<file path="src/rtl/microwave_cook_sequencer_if.sv">
// rtl/microwave_cook_sequencer_if.sv - front panel / magnetron / display signal bundle for the cook sequencer
interface microwave_cook_sequencer_if;
    logic       startn;
    logic       stopn;
    logic       clearn;
    logic       door_closed;
    logic       key_valid;
    logic [3:0] key_digit;
    logic       mag_on;
    logic       timer_done;
    logic [3:0] min_tens;
    logic [3:0] min_units;
    logic [3:0] sec_tens;
    logic [3:0] sec_units;
    logic [1:0] state;

    modport master (
        output startn, stopn, clearn, door_closed, key_valid, key_digit,
        input  mag_on, timer_done, min_tens, min_units, sec_tens, sec_units, state
    );

    modport slave (
        input  startn, stopn, clearn, door_closed, key_valid, key_digit,
        output mag_on, timer_done, min_tens, min_units, sec_tens, sec_units, state
    );
endinterface

</file>
<file path="src/rtl/microwave_cook_sequencer.sv">
// rtl/microwave_cook_sequencer.sv - mm:ss BCD cook timer with prescaled countdown and magnetron gating
module microwave_cook_sequencer #(
    parameter int TICK_DIV = 100
) (
    input  logic                         clk,
    input  logic                         reset,
    microwave_cook_sequencer_if.slave    bus
);

    typedef enum logic [1:0] {
        IDLE    = 2'b00,
        COOKING = 2'b01,
        PAUSED  = 2'b10,
        DONE    = 2'b11
    } state_e;

    localparam int PW = (TICK_DIV > 1) ? $clog2(TICK_DIV) : 1;
    localparam logic [PW-1:0] PRE_MAX = PW'(TICK_DIV - 1);

    state_e        state_q, state_d;
    logic [3:0]    mt_q, mt_d, mu_q, mu_d, st_q, st_d, su_q, su_d;
    logic [PW-1:0] pre_q, pre_d;
    logic          done_q, done_d;

    // Button bits ordered {clear, stop, start}
    logic [2:0]    smp_q, prv_q, prs_q;
    logic [2:0]    btn;

    logic          press_clear, press_stop, press_start;
    logic          time_zero, last_sec, tick, key_ok;
    logic [3:0]    dmt, dmu, dst, dsu;

    assign btn         = {bus.clearn, bus.stopn, bus.startn};
    assign press_clear = prs_q[2];
    assign press_stop  = prs_q[1];
    assign press_start = prs_q[0];

    assign time_zero = (mt_q == 4'd0) && (mu_q == 4'd0) && (st_q == 4'd0) && (su_q == 4'd0);
    assign last_sec  = (mt_q == 4'd0) && (mu_q == 4'd0) && (st_q == 4'd0) && (su_q == 4'd1);
    assign tick      = (pre_q == PRE_MAX);
    assign key_ok    = bus.key_valid && (bus.key_digit <= 4'd9);

    always_ff @(posedge clk) begin
        if (reset) begin
            smp_q   <= 3'b111;
            prv_q   <= 3'b111;
            prs_q   <= 3'b000;
            state_q <= IDLE;
            mt_q    <= 4'd0;
            mu_q    <= 4'd0;
            st_q    <= 4'd0;
            su_q    <= 4'd0;
            pre_q   <= '0;
            done_q  <= 1'b0;
        end else begin
            smp_q   <= btn;
            prv_q   <= smp_q;
            prs_q   <= prv_q & ~smp_q;
            state_q <= state_d;
            mt_q    <= mt_d;
            mu_q    <= mu_d;
            st_q    <= st_d;
            su_q    <= su_d;
            pre_q   <= pre_d;
            done_q  <= done_d;
        end
    end

    // One-second BCD decrement; seconds above 59 are counted down as entered
    always_comb begin
        dmt = mt_q;
        dmu = mu_q;
        dst = st_q;
        dsu = su_q;
        if (su_q != 4'd0) begin
            dsu = su_q - 4'd1;
        end else if (st_q != 4'd0) begin
            dst = st_q - 4'd1;
            dsu = 4'd9;
        end else begin
            dst = 4'd5;
            dsu = 4'd9;
            if (mu_q != 4'd0) begin
                dmu = mu_q - 4'd1;
            end else begin
                dmt = mt_q - 4'd1;
                dmu = 4'd9;
            end
        end
    end

    always_comb begin
        state_d = state_q;
        mt_d    = mt_q;
        mu_d    = mu_q;
        st_d    = st_q;
        su_d    = su_q;
        pre_d   = pre_q;
        done_d  = done_q;

        if (press_clear) begin
            state_d = IDLE;
            mt_d    = 4'd0;
            mu_d    = 4'd0;
            st_d    = 4'd0;
            su_d    = 4'd0;
            pre_d   = '0;
            done_d  = 1'b0;
        end else begin
            case (state_q)
                IDLE: begin
                    if (press_stop) begin
                        state_d = IDLE;
                    end else if (press_start && bus.door_closed && !time_zero) begin
                        state_d = COOKING;
                        pre_d   = '0;
                    end else if (key_ok) begin
                        mt_d = mu_q;
                        mu_d = st_q;
                        st_d = su_q;
                        su_d = bus.key_digit;
                    end
                end
                COOKING: begin
                    // Door and stop preempt the tick so the prescaler holds
                    if (press_stop || !bus.door_closed) begin
                        state_d = PAUSED;
                    end else if (tick) begin
                        pre_d = '0;
                        mt_d  = dmt;
                        mu_d  = dmu;
                        st_d  = dst;
                        su_d  = dsu;
                        if (last_sec) begin
                            state_d = DONE;
                            done_d  = 1'b1;
                        end
                    end else begin
                        pre_d = pre_q + 1'b1;
                    end
                end
                PAUSED: begin
                    if (press_stop) begin
                        state_d = IDLE;
                        mt_d    = 4'd0;
                        mu_d    = 4'd0;
                        st_d    = 4'd0;
                        su_d    = 4'd0;
                    end else if (press_start && bus.door_closed) begin
                        state_d = COOKING;
                    end
                end
                DONE: begin
                    if (press_stop || !bus.door_closed) begin
                        state_d = IDLE;
                        done_d  = 1'b0;
                    end
                end
                default: state_d = IDLE;
            endcase
        end
    end

    // Door gate stays combinational so the magnetron drops without waiting for a clock
    assign bus.mag_on     = (state_q == COOKING) && bus.door_closed;
    assign bus.timer_done = done_q;
    assign bus.min_tens   = mt_q;
    assign bus.min_units  = mu_q;
    assign bus.sec_tens   = st_q;
    assign bus.sec_units  = su_q;
    assign bus.state      = state_q;

endmodule

</file>
<file path="src/flat_wrapper.sv">
// flat-port wrapper written by rule: the top's interface ports become plain ports
module microwave_cook_sequencer_flat 
#(
    parameter int TICK_DIV = 100
)
  (clk, reset, bus_startn, bus_stopn, bus_clearn, bus_door_closed, bus_key_valid, bus_key_digit, bus_mag_on, bus_timer_done, bus_min_tens, bus_min_units, bus_sec_tens, bus_sec_units, bus_state);
  microwave_cook_sequencer_if bus_i ();
  input  logic clk;
  input  logic reset;
  input wire logic [$bits(bus_i.startn)-1:0] bus_startn;
  input wire logic [$bits(bus_i.stopn)-1:0] bus_stopn;
  input wire logic [$bits(bus_i.clearn)-1:0] bus_clearn;
  input wire logic [$bits(bus_i.door_closed)-1:0] bus_door_closed;
  input wire logic [$bits(bus_i.key_valid)-1:0] bus_key_valid;
  input wire logic [$bits(bus_i.key_digit)-1:0] bus_key_digit;
  output wire logic [$bits(bus_i.mag_on)-1:0] bus_mag_on;
  output wire logic [$bits(bus_i.timer_done)-1:0] bus_timer_done;
  output wire logic [$bits(bus_i.min_tens)-1:0] bus_min_tens;
  output wire logic [$bits(bus_i.min_units)-1:0] bus_min_units;
  output wire logic [$bits(bus_i.sec_tens)-1:0] bus_sec_tens;
  output wire logic [$bits(bus_i.sec_units)-1:0] bus_sec_units;
  output wire logic [$bits(bus_i.state)-1:0] bus_state;
  assign bus_i.startn = bus_startn;
  assign bus_i.stopn = bus_stopn;
  assign bus_i.clearn = bus_clearn;
  assign bus_i.door_closed = bus_door_closed;
  assign bus_i.key_valid = bus_key_valid;
  assign bus_i.key_digit = bus_key_digit;
  assign bus_mag_on = bus_i.mag_on;
  assign bus_timer_done = bus_i.timer_done;
  assign bus_min_tens = bus_i.min_tens;
  assign bus_min_units = bus_i.min_units;
  assign bus_sec_tens = bus_i.sec_tens;
  assign bus_sec_units = bus_i.sec_units;
  assign bus_state = bus_i.state;
  microwave_cook_sequencer #(.TICK_DIV(TICK_DIV)) u_core (.clk(clk), .reset(reset), .bus(bus_i));
endmodule
</file>
<file path="config.mk">
export PLATFORM = sky130hd
export DESIGN_NAME = microwave_cook_sequencer_flat
export DESIGN_NICKNAME = d
export VERILOG_FILES = /design/src/rtl/microwave_cook_sequencer_if.sv /design/src/rtl/microwave_cook_sequencer.sv /design/src/flat_wrapper.sv
export SDC_FILE = /design/constraint.sdc
export NUM_CORES = 1
export LEC_CHECK = 0
export ABC_AREA = 0
export CAP_MARGIN = 10
export CORE_ASPECT_RATIO = 2
export CORE_MARGIN = 5
export CORE_UTILIZATION = 51
export CTS_BUF_LIST = sky130_fd_sc_hd__clkbuf_4
export CTS_CLUSTER_DIAMETER = 100
export CTS_CLUSTER_SIZE = 20
export DETAILED_ROUTE_END_ITERATION = 10
export GPL_TIMING_DRIVEN = 0
export PLACE_DENSITY = 0.82
export SKIP_LAST_GASP = 1
export SYNTH_ARGS = -nofsm -noshare
export SYNTH_HDL_FRONTEND = slang
export SYNTH_SLANG_ARGS = --single-unit
</file>
<file path="constraint.sdc">
create_clock -name clk -period 2.07 [get_ports clk]
set_clock_uncertainty 0.05 [all_clocks]
set_input_delay 0.207 -clock clk [delete_from_list [all_inputs] [get_ports clk]]
set_output_delay 0.207 -clock clk [all_outputs]
set_load 0.01 [all_outputs]
</file>
# Yosys cells after proc, flatten, opt, wreduce, memory -nomap -nowiden
# Index checks and enable logic that the tools add are counted.
dict set report word_totals {
  register_bits 35
  input_bits 11
  out_inout_bits 20
  elab_cells 122
}
dict set report op_classes {
  addsub 5
  order_cmp 1
  eq_ne 21
  n_mux 53
  n_bitwise 2
  n_reduce_logical 30
}
# operator n
set op_table {}
lappend op_table {{$mux 4} 30}
lappend op_table {{$pmux 4 s3} 4}
lappend op_table {{$mux 7} 4}
lappend op_table {{$logic_not 4->1} 4}
lappend op_table {{$mux 2} 8}
lappend op_table {{$sub 4x1->4 const B} 4}
lappend op_table {{$pmux 7 s2} 1}
lappend op_table {{$ne 2x1->1 const B} 6}
lappend op_table {{$ne 2x2->1 const B} 6}
lappend op_table {{$ne 3x1->1 const B} 4}
lappend op_table {{$reduce_bool 4->1} 3}
lappend op_table {{$reduce_and 10->1} 1}
lappend op_table {{$reduce_and 5->1} 2}
lappend op_table {{$reduce_and 9->1} 1}
lappend op_table {{$logic_and 1x1->1} 8}
lappend op_table {{$pmux 2 s4} 1}
lappend op_table {{$reduce_and 8->1} 1}
lappend op_table {{$add 7x1->7 const B} 1}
lappend op_table {{$eq 7x7->1 const B} 1}
lappend op_table {{$reduce_and 7->1} 1}
lappend op_table {{$eq 2x2->1 const B} 2}
lappend op_table {{$eq 4x1->1 const B} 1}
lappend op_table {{$le 4x4->1 const B} 1}
lappend op_table {{$mux 1} 4}
lappend op_table {{other kinds (11)} 13}

# Logic depth before layout (Yosys ltp)
# Gate-level depths: netlist of run 1.
dict set report logic_depth {
  word_depth 9
  depth_mapped 8
  mapped_depth_nobuf 7
}

# Least setup slack after synthesis of run 1
# No wires, ideal clock.
dict set report synth_timing {
  path_type {reg-to-reg}
  startpoint {reg u_core.mu_q[0], in the netlist u_core.bus.min_units[0]}
  endpoint {reg u_core.pre_q[5]}
  setup_time_ns 0.070
  arrival_time_ns 1.982
  required_time_ns 1.950
  slack_ns -0.032
  path_stages_with_launch 9
  path_buffers 1
  period_less_slack_ns 2.102
  path_cell_list {dfxtp_1 inv_1 ha_1 nor3b_2 a41oi_2 a41oi_1 buf_2 or3_1 a21oi_1}
}
dict set report synth_via {
  elab_chain_cells 8
}
# item line
set synth_lines {}
lappend synth_lines {{start, declared} microwave_cook_sequencer.sv:21} ;# logic [3:0] mt_q, mt_d, mu_q, mu_d, st_q, st_d, su_q, su_d;
lappend synth_lines {{start signal, assigned} microwave_cook_sequencer.sv:61} ;# mu_q <= mu_d;
lappend synth_lines {{$logic_not 4->1} microwave_cook_sequencer.sv:38} ;# assign time_zero = (mt_q == 4'd0) && (mu_q == 4'd0) && (st_q == 4'd0) && (su_q == 4'd0);
lappend synth_lines {{$logic_and 1x1->1 (3 in a row)} microwave_cook_sequencer.sv:38}
lappend synth_lines {{$logic_not 1->1} microwave_cook_sequencer.sv:114} ;# end else if (press_start && bus.door_closed && !time_zero) begin
lappend synth_lines {{$logic_and 1x1->1} microwave_cook_sequencer.sv:114}
lappend synth_lines {{$ne 2x1->1 (no source line)} --}
lappend synth_lines {{$reduce_and 4->1 (no source line)} --}
lappend synth_lines {{end signal, assigned} microwave_cook_sequencer.sv:64} ;# pre_q <= pre_d;
lappend synth_lines {{end, declared} microwave_cook_sequencer.sv:22} ;# logic [PW-1:0] pre_q, pre_d;
# Every way passes these cells.
# A chain may end at the register's enable or synchronous reset.

# Final worst setup path of run 1
dict set report layout_timing {
  startpoint {reg u_core.st_q[1], in the netlist u_core.bus.sec_tens[1]}
  endpoint {reg u_core.mt_q[0], in the netlist u_core.bus.min_tens[0]}
}
dict set report layout_via {
  elab_chain_cells 7
  elab_cells_between_ends 9
  classes_between {eq/ne (2); reduce/logical (7)}
}
# item line
set layout_lines {}
lappend layout_lines {{start, declared} microwave_cook_sequencer.sv:21}
lappend layout_lines {{start signal, assigned} microwave_cook_sequencer.sv:62} ;# st_q <= st_d;
lappend layout_lines {{$logic_not 4->1} microwave_cook_sequencer.sv:38}
lappend layout_lines {{$logic_and 1x1->1 (2 in a row)} microwave_cook_sequencer.sv:38}
lappend layout_lines {{$logic_not 1->1} microwave_cook_sequencer.sv:114}
lappend layout_lines {{$logic_and 1x1->1} microwave_cook_sequencer.sv:114}
lappend layout_lines {{$ne 2x2->1 (no source line)} --}
lappend layout_lines {{$reduce_and 10->1 (no source line) (*)} --}
lappend layout_lines {{end signal, assigned} microwave_cook_sequencer.sv:60} ;# mt_q <= mt_d;
lappend layout_lines {{end, declared} microwave_cook_sequencer.sv:21}
# Every way passes the cells marked *; elsewhere a longest branch is shown, timed or not.

==> impl_metrics.py, run 1 <==
metrics = {
    "min_path": {
        "worstHoldStart": "u_core.prv_q[2]",
        "min_to": "u_core.prs_q[2]",
        "hold_class": "flop to flop",
        "hold_path_depth": 2,
    },
    "synth": {
        "synthAdderAreaFrac_pct": 6.80,
        "synthMuxAreaShare_pct": 1.42,
        "avgSynthCellArea_um2": 8.39,
        "ys_types": 61,
        "yosysMostFrequentCell": "dfxtp_1",
        "syn_nets": 286,
        "synth_top_area_cell": "dfxtp_1",
        "synth.top_cells.by_count": "dfxtp_1, inv_1, a21oi_1, nand2_1, nor2_1",
        "synth_seq_area_share_pct": 31.7,
        "synth_top_area_share_pct": 31.7,
        "synth_edf_count": 0,
        "synth_top_cells_by_area": "dfxtp_1, ha_1, a21oi_1",
        "synthesis.area_um2": 2210,
        "synth-warning-count": 0,
        "synthFlopType": "dfxtp_1",
        "ys_ff_latch": 35,
        "async_flop_share_pct": 0,
        "synth-compound-area-share_pct": 29.1,
        "synth_top_family_by_area": "compound AO/OA/AOI/OAI gates",
        "synth_xor_xnor_area_share_pct": 0.397,
        "netlist_instances": 263,
        "synth-simple-area-share_pct": 24.3,
    },
    "sta": {
        "finalCritPeriodShare_pct": 106,
        "setup_viol": 23,
        "fin_crit_ns": 2.20,
        "rsz0062_at_grt": "true",
        "report.final.hold_viol_count": 0,
        "hold_slack_ns": 0.368,
        "fmax_mhz": 455,
        "maxSlewHeadroom_pct": 52.7,
        "worst_pin_slew_ns": 0.709,
        "tns_ns": -1.05,
        "setup_ws_ns": -0.129,
        "slew_violations": 0,
    },
    "routing": {
        "via_per_inst": 6.70,
        "drc": 0,
        "route.vias.total": 2552,
        "firstDrtPassIters": 6,
        "drt_wl_total_um": 8430,
        "drtIter0Drc": 205,
        "final_antenna_net_count": 0,
        "wl_per_cell_um": 22.1,
    },
    "floorplan": {
        "start_util_pct": 51.9,
        "rows": 34,
        "fp.dieW_um": 56.5,
        "top_level_ports": 31,
        "core-area_um2": 4250,
        "die_area_um2": 5820,
        "fp.dieH_um": 103,
    },
    "clock_network": {
        "cts_tree": "yes",
        "cts_buffer_depth": 2,
        "numCtsBuffers": 5,
        "cts_sinks": 35,
        "clk_pin_slew_worst_paths_ns": 0.11,
        "hold_buffers": 0,
        "htree_levels": 2,
        "root_buffer": "clkbuf_4",
        "clock_latency_ns": 0.35,
    },
    "place": {
        "pre_cts_ws_ns": -0.355,
        "gp_congestion": 0.938,
        "io_buffers": 30,
        "placed_cell_area_um2": 2580,
        "hpwl_um": 4240,
    },
    "critical_path": {
        "cp_top_family": "compound AO/OA/AOI/OAI gates",
        "r2r_start": "u_core.bus.sec_tens[1]",
        "crit_path_end_kind": "flop",
        "cp-start-kind": "flop",
        "crit_chain": "inv_2 > ha_4 > nor3b_4 > buf_6 > a41oi_4 > buf_4 > a21boi_2 > nand2_1 > a211oi_2",
        "crit_type": "flop to flop",
        "cpPeakStageDelay_ns": 0.36,
        "cp.arrival_ns": 2.42,
        "critical-path-slowest-cell": "dfxtp_2",
        "cp_num_buf_inv": 3,
        "reg2reg_depth": 9,
        "reg2reg_to": "u_core.bus.min_tens[0]",
        "cp.required_ns": 2.29,
        "cp_max_fo": 4,
        "rrSetupSlack_ns": -0.13,
    },
    "power": {
        "vdd_drop_max_v": 0.000553,
        "p_leak_nw": 1.21,
        "finalPower_mw": 2.61,
        "power.density_nw_per_um2": 765,
        "p_seq_share_pct": 30.6,
        "p_int_mw": 1.57,
        "pwr-share-clk_pct": 19.1,
        "power.switching_mw": 1.03,
        "share_comb_of_total_power_pct": 50.3,
        "switching_share_pct": 39.6,
    },
    "finish": {
        "fin_area_um2": 3410,
        "finalNetCount": 350,
        "layout-drive-gt1-share_pct": 41.6,
        "insertedDiodeCount": 0,
        "synthToLayoutAreaGrowth_pct": 54.4,
    },
    "grt": {
        "grt_max_degree": 12,
        "grt_first_pass_wirelength_um": 10500,
        "antenna_found_initial": 0,
        "grt-ovfl-total": 0,
        "first_global_vias": 2366,
        "grt_util_all_layers_pct": 22.5,
    },
    "run_status": {
        "violations": "negative setup slack",
        "status": "finished with violations",
    },
    "flow_run": {
        "max-cap-violations": 0,
    },
}
[repair_timing]
action | 4_1_cts | 5_1_grt
setup buffers | 11 | 16
setup endpoints to repair | 26 | 27
cloned | 2 | 0
resized for setup | 63 | 73
pin swaps | 14 | 31
[cells by family (layout without fill, tap and decap cells)]
group / Yosys count / in the layout
AND/OR/NAND/NOR: 95 / 95
AO/OA/AOI/OAI: 84 / 84
flip-flops: 35 / 35
buffers and inverters: 33 / 97
adder cells (fa/ha/maj): 12 / 12
multiplexers: 3 / 3
XOR/XNOR: 1 / 1
[power groups by stage]
stage	clock network (mW)	logic, mW	registers [mW]
floorplan	0	0.491	0.799
global placement	0	0.714	0.794
detailed placement	0	0.729	0.794
CTS	0.499	0.948	0.787
global route	0.538	1.36	0.805
finish	0.499	1.31	0.797
[registers in the layout, indices dropped and copies added (netlist names)]
signal / cells
u_core.prv_q: 3
u_core.pre_q: 7
u_core.prs_q: 3
u_core.bus.state: 2
u_core.smp_q: 3
u_core.bus.min_tens: 4
u_core.bus.min_units: 4
u_core.bus.sec_units: 4
u_core.bus.timer_done: 1
u_core.bus.sec_tens: 4
[worst min-delay path, cell delays in order, from the launching register on]
cell,delay [ns]
dfxtp_1,0.31
inv_1,0.04
nor2_1,0.03
[worst max path at each step]
stage	startpoint	endpoint	slack, ns	depth (start not counted)
finish	u_core.bus.sec_tens[1]	u_core.bus.min_tens[0]	-0.13	9
floorplan	u_core.bus.sec_units[0]	u_core.bus.min_units[0]	-0.02	7
CTS	u_core.bus.sec_tens[1]	u_core.bus.sec_units[1]	-0.003	8
global placement	u_core.bus.state[0]	u_core.bus.min_tens[3]	-0.32	8
global route	u_core.bus.min_tens[1]	u_core.bus.timer_done	-0.18	8
detailed placement	u_core.bus.state[0]	u_core.bus.min_tens[3]	-0.35	8
[cell usage in the layout (no fill, tap or decap), types with 5 or more instances in the layout]
master	instances
o21ai_1	5
nand3_1	8
ha_4	6
a211oi_2	7
a2111oi_4	5
nor3_1	5
dfxtp_2	7
clkbuf_4	6
dfxtp_1	22
a21oi_1	18
dfxtp_4	6
buf_6	6
or2_2	8
nand2_1	14
buf_4	25
inv_1	14
nor2_1	15
inv_2	7
clkdlybuf4s50_1	30
[layer usage]
metal  vias up  part of all wire (%)  global-route usage (%)
met5         -                     0                       0
met3        51                   7.3                    4.26
met4         0                   6.5                    15.5
li1       1112                     -                       -
met1      1213                    36                    24.4
met2       176                    51                    38.8
[through the flow]
| step | std cells | utilization, % |
|---|---|---|
| after global routing | 381 | 80.1 |
| after global placement | 347 | 60.7 |
| after detailed placement | 347 | 60.7 |
| after CTS | 366 | 69.5 |
| final | 381 | 80.1 |
| after floorplan | 263 | - |
[layout make-up]
class                           count  area [µm²]
Timing Repair Buffer               58         531
Clock inverter                      2        37.5
Buffer                              9        70.1
Inverter                           23        91.3
Multi-Input combinational cell    195        1840
Tap cell                           54        67.6
Sequential cell                    35         732
Clock buffer                        5        37.5
Fill cell                         268         846
Power figures use the tool's default switching activity.
==> run 2: changes to the inputs <==
Settings changed: CORE_UTILIZATION 51 to 57, CTS_BUF_LIST sky130_fd_sc_hd__clkbuf_4 to sky130_fd_sc_hd__clkbuf_8, PLACE_DENSITY 0.82 to 0.87.
Clock period 2.07 ns to 2.22 ns, I/O delays scaled along.
==> run 2 against run 1 <==
The run now ends clean. Sequential share of layout area is 3.4 points higher. Utilization is 4.7 points lower. Hold slack worse by 0.0087 ns. Critical path type unchanged. Largest cell class unchanged. Largest power group unchanged.
==> impl_metrics.py, run 2 (synthesis gave the netlist of run 1 again) <==
metrics = {
    "critical_path": {
        "cp_max_fo": 6,
        "cp-start-kind": "flop",
        "cp.required_ns": 2.37,
        "crit_start": "u_core.bus.min_units[0]",
        "crit_type": "flop to flop",
        "cp.arrival_ns": 2.32,
        "crit_path_end_kind": "flop",
        "r2r_start": "u_core.bus.min_units[0]",
    },
    "finish": {
        "insertedDiodeCount": 0,
        "final_cell_mix": "clkdlybuf4s50_1, dfxtp_1, inv_1, a21oi_1, nor2_1",
        "fin_area_um2": 2870,
        "top_register": "u_core.pre_q",
        "synthToLayoutAreaGrowth_pct": 30.0,
        "finalNetCount": 329,
        "final_common_cell": "clkdlybuf4s50_1",
        "layout-drive-gt1-share_pct": 23.5,
        "largest_reg_flops": 7,
    },
    "clock_network": {
        "numCtsBuffers": 5,
        "clk_pin_slew_worst_paths_ns": 0.07,
        "hold_buffers": 0,
        "cts_tree": "yes",
        "cts_buffer_depth": 2,
        "cts_sinks": 35,
        "htree_levels": 2,
        "clock_latency_ns": 0.30,
        "root_buffer": "clkbuf_8",
    },
    "sta": {
        "report.final.hold_viol_count": 0,
        "maxSlewHeadroom_pct": 60.1,
        "setup_viol": 0,
        "finalCritPeriodShare_pct": 97.9,
        "slew_violations": 0,
        "worst_pin_slew_ns": 0.598,
        "rsz0062_at_grt": "true",
        "fin_crit_ns": 2.17,
        "fmax_mhz": 460,
        "hold_slack_ns": 0.359,
    },
    "grt": {
        "first_global_vias": 2162,
        "grtUsageMet1_pct": 25.5,
        "busiest_layer": "met2",
        "grt_first_pass_wirelength_um": 9600,
        "grt-ovfl-total": 0,
        "globalRouteMet3Util_pct": 4.58,
        "grt_max_degree": 12,
        "use_met2_pct": 40.0,
        "antenna_found_initial": 0,
        "grt_util_all_layers_pct": 23.9,
    },
    "routing": {
        "drtIter0Drc": 69,
        "route.vias.total": 2281,
        "drc": 0,
        "wl_per_cell_um": 17.0,
        "firstDrtPassIters": 5,
        "final_antenna_net_count": 0,
        "drt_wl_total_um": 6080,
        "via_per_inst": 6.37,
    },
    "power": {
        "finalPower_mw": 2.10,
        "p_leak_nw": 1.04,
        "vdd_drop_max_v": 0.000543,
        "power.density_nw_per_um2": 732,
    },
    "floorplan": {
        "fp.dieW_um": 54,
        "core-area_um2": 3800,
        "die_area_um2": 5290,
        "top_level_ports": 31,
        "fp.dieH_um": 98,
        "rows": 32,
        "start_util_pct": 58.0,
    },
    "run_status": {
        "status": "complete, no violations",
    },
    "min_path": {
        "worstHoldStart": "u_core.prv_q[2]",
        "hold_class": "flop to flop",
    },
    "place": {
        "hpwl_um": 4370,
        "io_buffers": 30,
        "gp_congestion": 0.942,
        "placed_cell_area_um2": 2570,
    },
    "flow_run": {
        "max-cap-violations": 0,
    },
}
[run 2: cell types whose count changed in the layout (fill, tap and decap cells not counted), sizes merged]
cell	delta
buf	-20
clkbuf	+1
bufinv	-1
[run 2: final timing paths]
path | to | slack (ns) | cells past startpoint
worst max-delay path | u_core.bus.state[0] | 0.05 | 8
worst min-delay path | u_core.prs_q[2] | 0.36 | 2
worst max register to register | u_core.bus.state[0] | 0.05 | 8
worst min register to register | u_core.prs_q[2] | 0.36 | 2
[run 2: metal layers]
layer | wire [µm] | part of all wire (%)
met1 | 2150 | 35
met2 | 3210 | 53
met3 | 394 | 6.5
met4 | 322 | 5.3
met5 | 0 | 0
[run 2: what timing repair did]
| item | 4_1_cts | 5_1_grt |
|---|---|---|
| pin swaps | 1 | 5 |
| endpoints found under the setup margin | 25 | 24 |
| gates resized for setup | 20 | 27 |
| gates cloned | 0 | 0 |
| setup buffers | 6 | 1 |
[run 2: cell type report]
type	count	area [µm²]
Buffer	9	56.3
Clock buffer	7	96.3
Clock inverter	1	7.51
Fill cell	274	933
Inverter	23	86.3
Multi-Input combinational cell	195	1490
Sequential cell	35	713
Tap cell	51	63.8
Timing Repair Buffer	37	353
[run 2: critical path, stage by stage, from the launching register on]
cell and delay [ns]:
dfxtp_2 0.35, inv_1 0.11, ha_2 0.21, nor3b_4 0.35, nand2_2 0.14, o41ai_4 0.41
buf_4 0.18, a21oi_1 0.06, nor4_1 0.24
[run 2: report_power, final]
group	internal [mW]	switching, mW
logic	0.390	0.454
clock network	0.282	0.234
registers	0.677	0.0652
[run 2: metrics by stage]
step	TNS [ns]	cells	worst slack [ns]	util (%)
2_1_floorplan	0	263	0.118	-
3_3_place_gp	-2.69	344	-0.190	67.6
3_5_place_dp	-4.25	344	-0.281	67.6
4_1_cts	-0.000635	357	-0.000635	73.2
5_1_grt	-0.119	358	-0.0461	75.5
6_report	0	358	0.0466	75.5
==> run 3: changes to the inputs <==
==> constraint.sdc (replaced) <==
create_clock -name clk -period 2.3 [get_ports clk]
set_clock_uncertainty 0.05 [all_clocks]
set_input_delay 0.46 -clock clk [delete_from_list [all_inputs] [get_ports clk]]
set_output_delay 0.46 -clock clk [all_outputs]
set_load 0.1 [all_outputs]
==> run 3 against run 2 <==
Sequential cell count is the same. Maximum frequency shrank 5.1%. Wire length grew 12%. Clock power down 9.7%. Worst setup slack got worse by 0.036 ns.
==> impl_metrics.py, run 3 (synthesis gave the netlist of run 1 again) <==
metrics = {
    "flow_run": {
        "max-cap-violations": 0,
    },
    "routing": {
        "final_antenna_net_count": 0,
        "drtIter0Drc": 121,
        "drt_wl_total_um": 6820,
        "drc": 0,
        "route.vias.total": 2394,
        "firstDrtPassIters": 5,
        "wl_per_cell_um": 18.9,
        "via_per_inst": 6.65,
    },
    "critical_path": {
        "crit_chain": "inv_1 > ha_2 > nor3b_4 > buf_4 > a41oi_4 > buf_4 > nand2_1 > nand3_2 > a211oi_1",
        "critical-path-slowest-cell": "dfxtp_4",
        "cp-start-kind": "flop",
        "crit_type": "flop to flop",
        "r2r_start": "u_core.bus.sec_tens[1]",
        "reg2reg_to": "u_core.bus.sec_tens[1]",
        "cp.arrival_ns": 2.43,
        "cp.required_ns": 2.44,
        "cpPeakStageDelay_ns": 0.37,
        "crit_path_end_kind": "flop",
        "cp_max_fo": 5,
        "rrSetupSlack_ns": 0.01,
        "crit_top_cell": "buf_4",
        "reg2reg_depth": 9,
    },
    "sta": {
        "worst_pin_slew_ns": 0.999,
        "slew_violations": 0,
        "fmax_mhz": 437,
        "hold_slack_ns": 0.359,
        "setup_viol": 0,
        "report.final.hold_viol_count": 0,
        "finalCritPeriodShare_pct": 99.5,
        "maxSlewHeadroom_pct": 33.7,
        "fin_crit_ns": 2.29,
    },
    "floorplan": {
        "die_area_um2": 5290,
        "rows": 32,
        "core-area_um2": 3800,
        "start_util_pct": 58.0,
        "top_level_ports": 31,
        "fp.dieW_um": 54,
        "fp.dieH_um": 98,
    },
    "grt": {
        "antenna_found_initial": 0,
        "grt_util_all_layers_pct": 25.4,
        "grt-ovfl-total": 0,
        "grt_first_pass_wirelength_um": 10200,
        "first_global_vias": 2316,
        "grt_max_degree": 14,
    },
    "clock_network": {
        "root_buffer": "clkbuf_8",
        "cts_tree": "yes",
        "htree_levels": 2,
        "cts_sinks": 35,
        "numCtsBuffers": 5,
        "clock_latency_ns": 0.30,
        "cts_buffer_depth": 2,
        "clk_pin_slew_worst_paths_ns": 0.08,
    },
    "run_status": {
        "status": "complete, no violations",
    },
    "finish": {
        "synthToLayoutAreaGrowth_pct": 31.1,
        "final_common_cell": "inv_1",
        "top_register": "u_core.pre_q",
        "finalNetCount": 331,
        "final_cell_mix": "inv_1, a21oi_1, dlygate4sd2_1, dfxtp_1",
        "largest_reg_flops": 7,
        "stdcell_count": 360,
        "layout-drive-gt1-share_pct": 25.6,
        "postLayoutCoreUtil_pct": 76.1,
        "insertedDiodeCount": 0,
    },
    "min_path": {
        "hold_class": "flop to flop",
        "hold_path_depth": 2,
        "worstHoldStart": "u_core.prv_q[1]",
        "min_to": "u_core.prs_q[1]",
    },
    "power": {
        "p_int_mw": 1.26,
        "pwr-share-clk_pct": 20.3,
        "share_comb_of_total_power_pct": 48.4,
        "power.density_nw_per_um2": 794,
        "switching_share_pct": 45.1,
        "p_seq_share_pct": 31.3,
        "p_leak_nw": 1.18,
        "power.switching_mw": 1.04,
        "vdd_drop_max_v": 0.000630,
    },
    "place": {
        "gp_congestion": 0.924,
        "io_buffers": 30,
        "hpwl_um": 4650,
        "dp.cells": 344,
    },
}
run 3: timing repair:
item,4_1_cts,5_1_grt
gates resized for setup,32,21
hold buffers,0,0
buffers inserted,1,8
pin swaps,0,3
endpoints found under the setup margin,38,28
run 3: metal layers:
metal / up-vias / GRT usage [%] / wire length [µm]
li1: 1067 / - / -
met4: 0 / 18.0 / 455
met5: - / 0 / 0
met3: 51 / 6.26 / 560
met2: 156 / 44.3 / 3590
met1: 1120 / 23.9 / 2210
run 3: cell type report:
type / count / area [µm²]
Buffer: 9 / 51.3
Inverter: 23 / 86.3
Clock buffer: 5 / 68.8
Sequential cell: 35 / 746
Multi-Input combinational cell: 195 / 1500
Timing Repair Buffer: 39 / 355
Tap cell: 51 / 63.8
Clock inverter: 3 / 22.5
Fill cell: 280 / 911
run 3: power by group through the flow:
stage | clock [mW] | sequential, mW | combinational [mW]
3_5_place_dp | 0 | 0.724 | 0.903
2_1_floorplan | 0 | 0.957 | 0.447
4_1_cts | 0.471 | 0.714 | 0.935
3_3_place_gp | 0 | 0.724 | 0.889
5_1_grt | 0.503 | 0.724 | 1.16
6_report | 0.466 | 0.718 | 1.11
run 3: worst max-delay path by stage:
stage,startpoint,to,cells after the start
6_report,u_core.bus.sec_tens[1],u_core.bus.sec_tens[1],9
5_1_grt,u_core.bus.sec_units[1],u_core.pre_q[3],9
4_1_cts,u_core.bus.min_tens[0],u_core.pre_q[1],8
3_5_place_dp,bus_door_closed,bus_mag_on,3
3_3_place_gp,bus_door_closed,bus_mag_on,3
2_1_floorplan,u_core.bus.min_tens[1],u_core.pre_q[5],8
run 3: worst max-delay path, delay by kind of cell (launching register included):
family / cells / cell delay [ns]
AO/OA/AOI/OAI: 2 / 0.39
adder cells (fa/ha/maj): 1 / 0.23
buffers and inverters: 3 / 0.47
flip-flops: 1 / 0.37
AND/OR/NAND/NOR: 3 / 0.69
run 3: metrics by stage:
stage | cell area [µm²] | TNS, ns | power [mW] | worst slack [ns]
floorplan | 2250 | 0 | 1.40 | 0.0132
global placement | 2620 | -4.56 | 1.61 | -0.642
detailed placement | 2620 | -5.59 | 1.63 | -0.667
CTS | 2750 | -0.110 | 2.12 | -0.0318
global route | 2890 | -0.503 | 2.38 | -0.0751
finish | 2890 | 0 | 2.30 | 0.0106
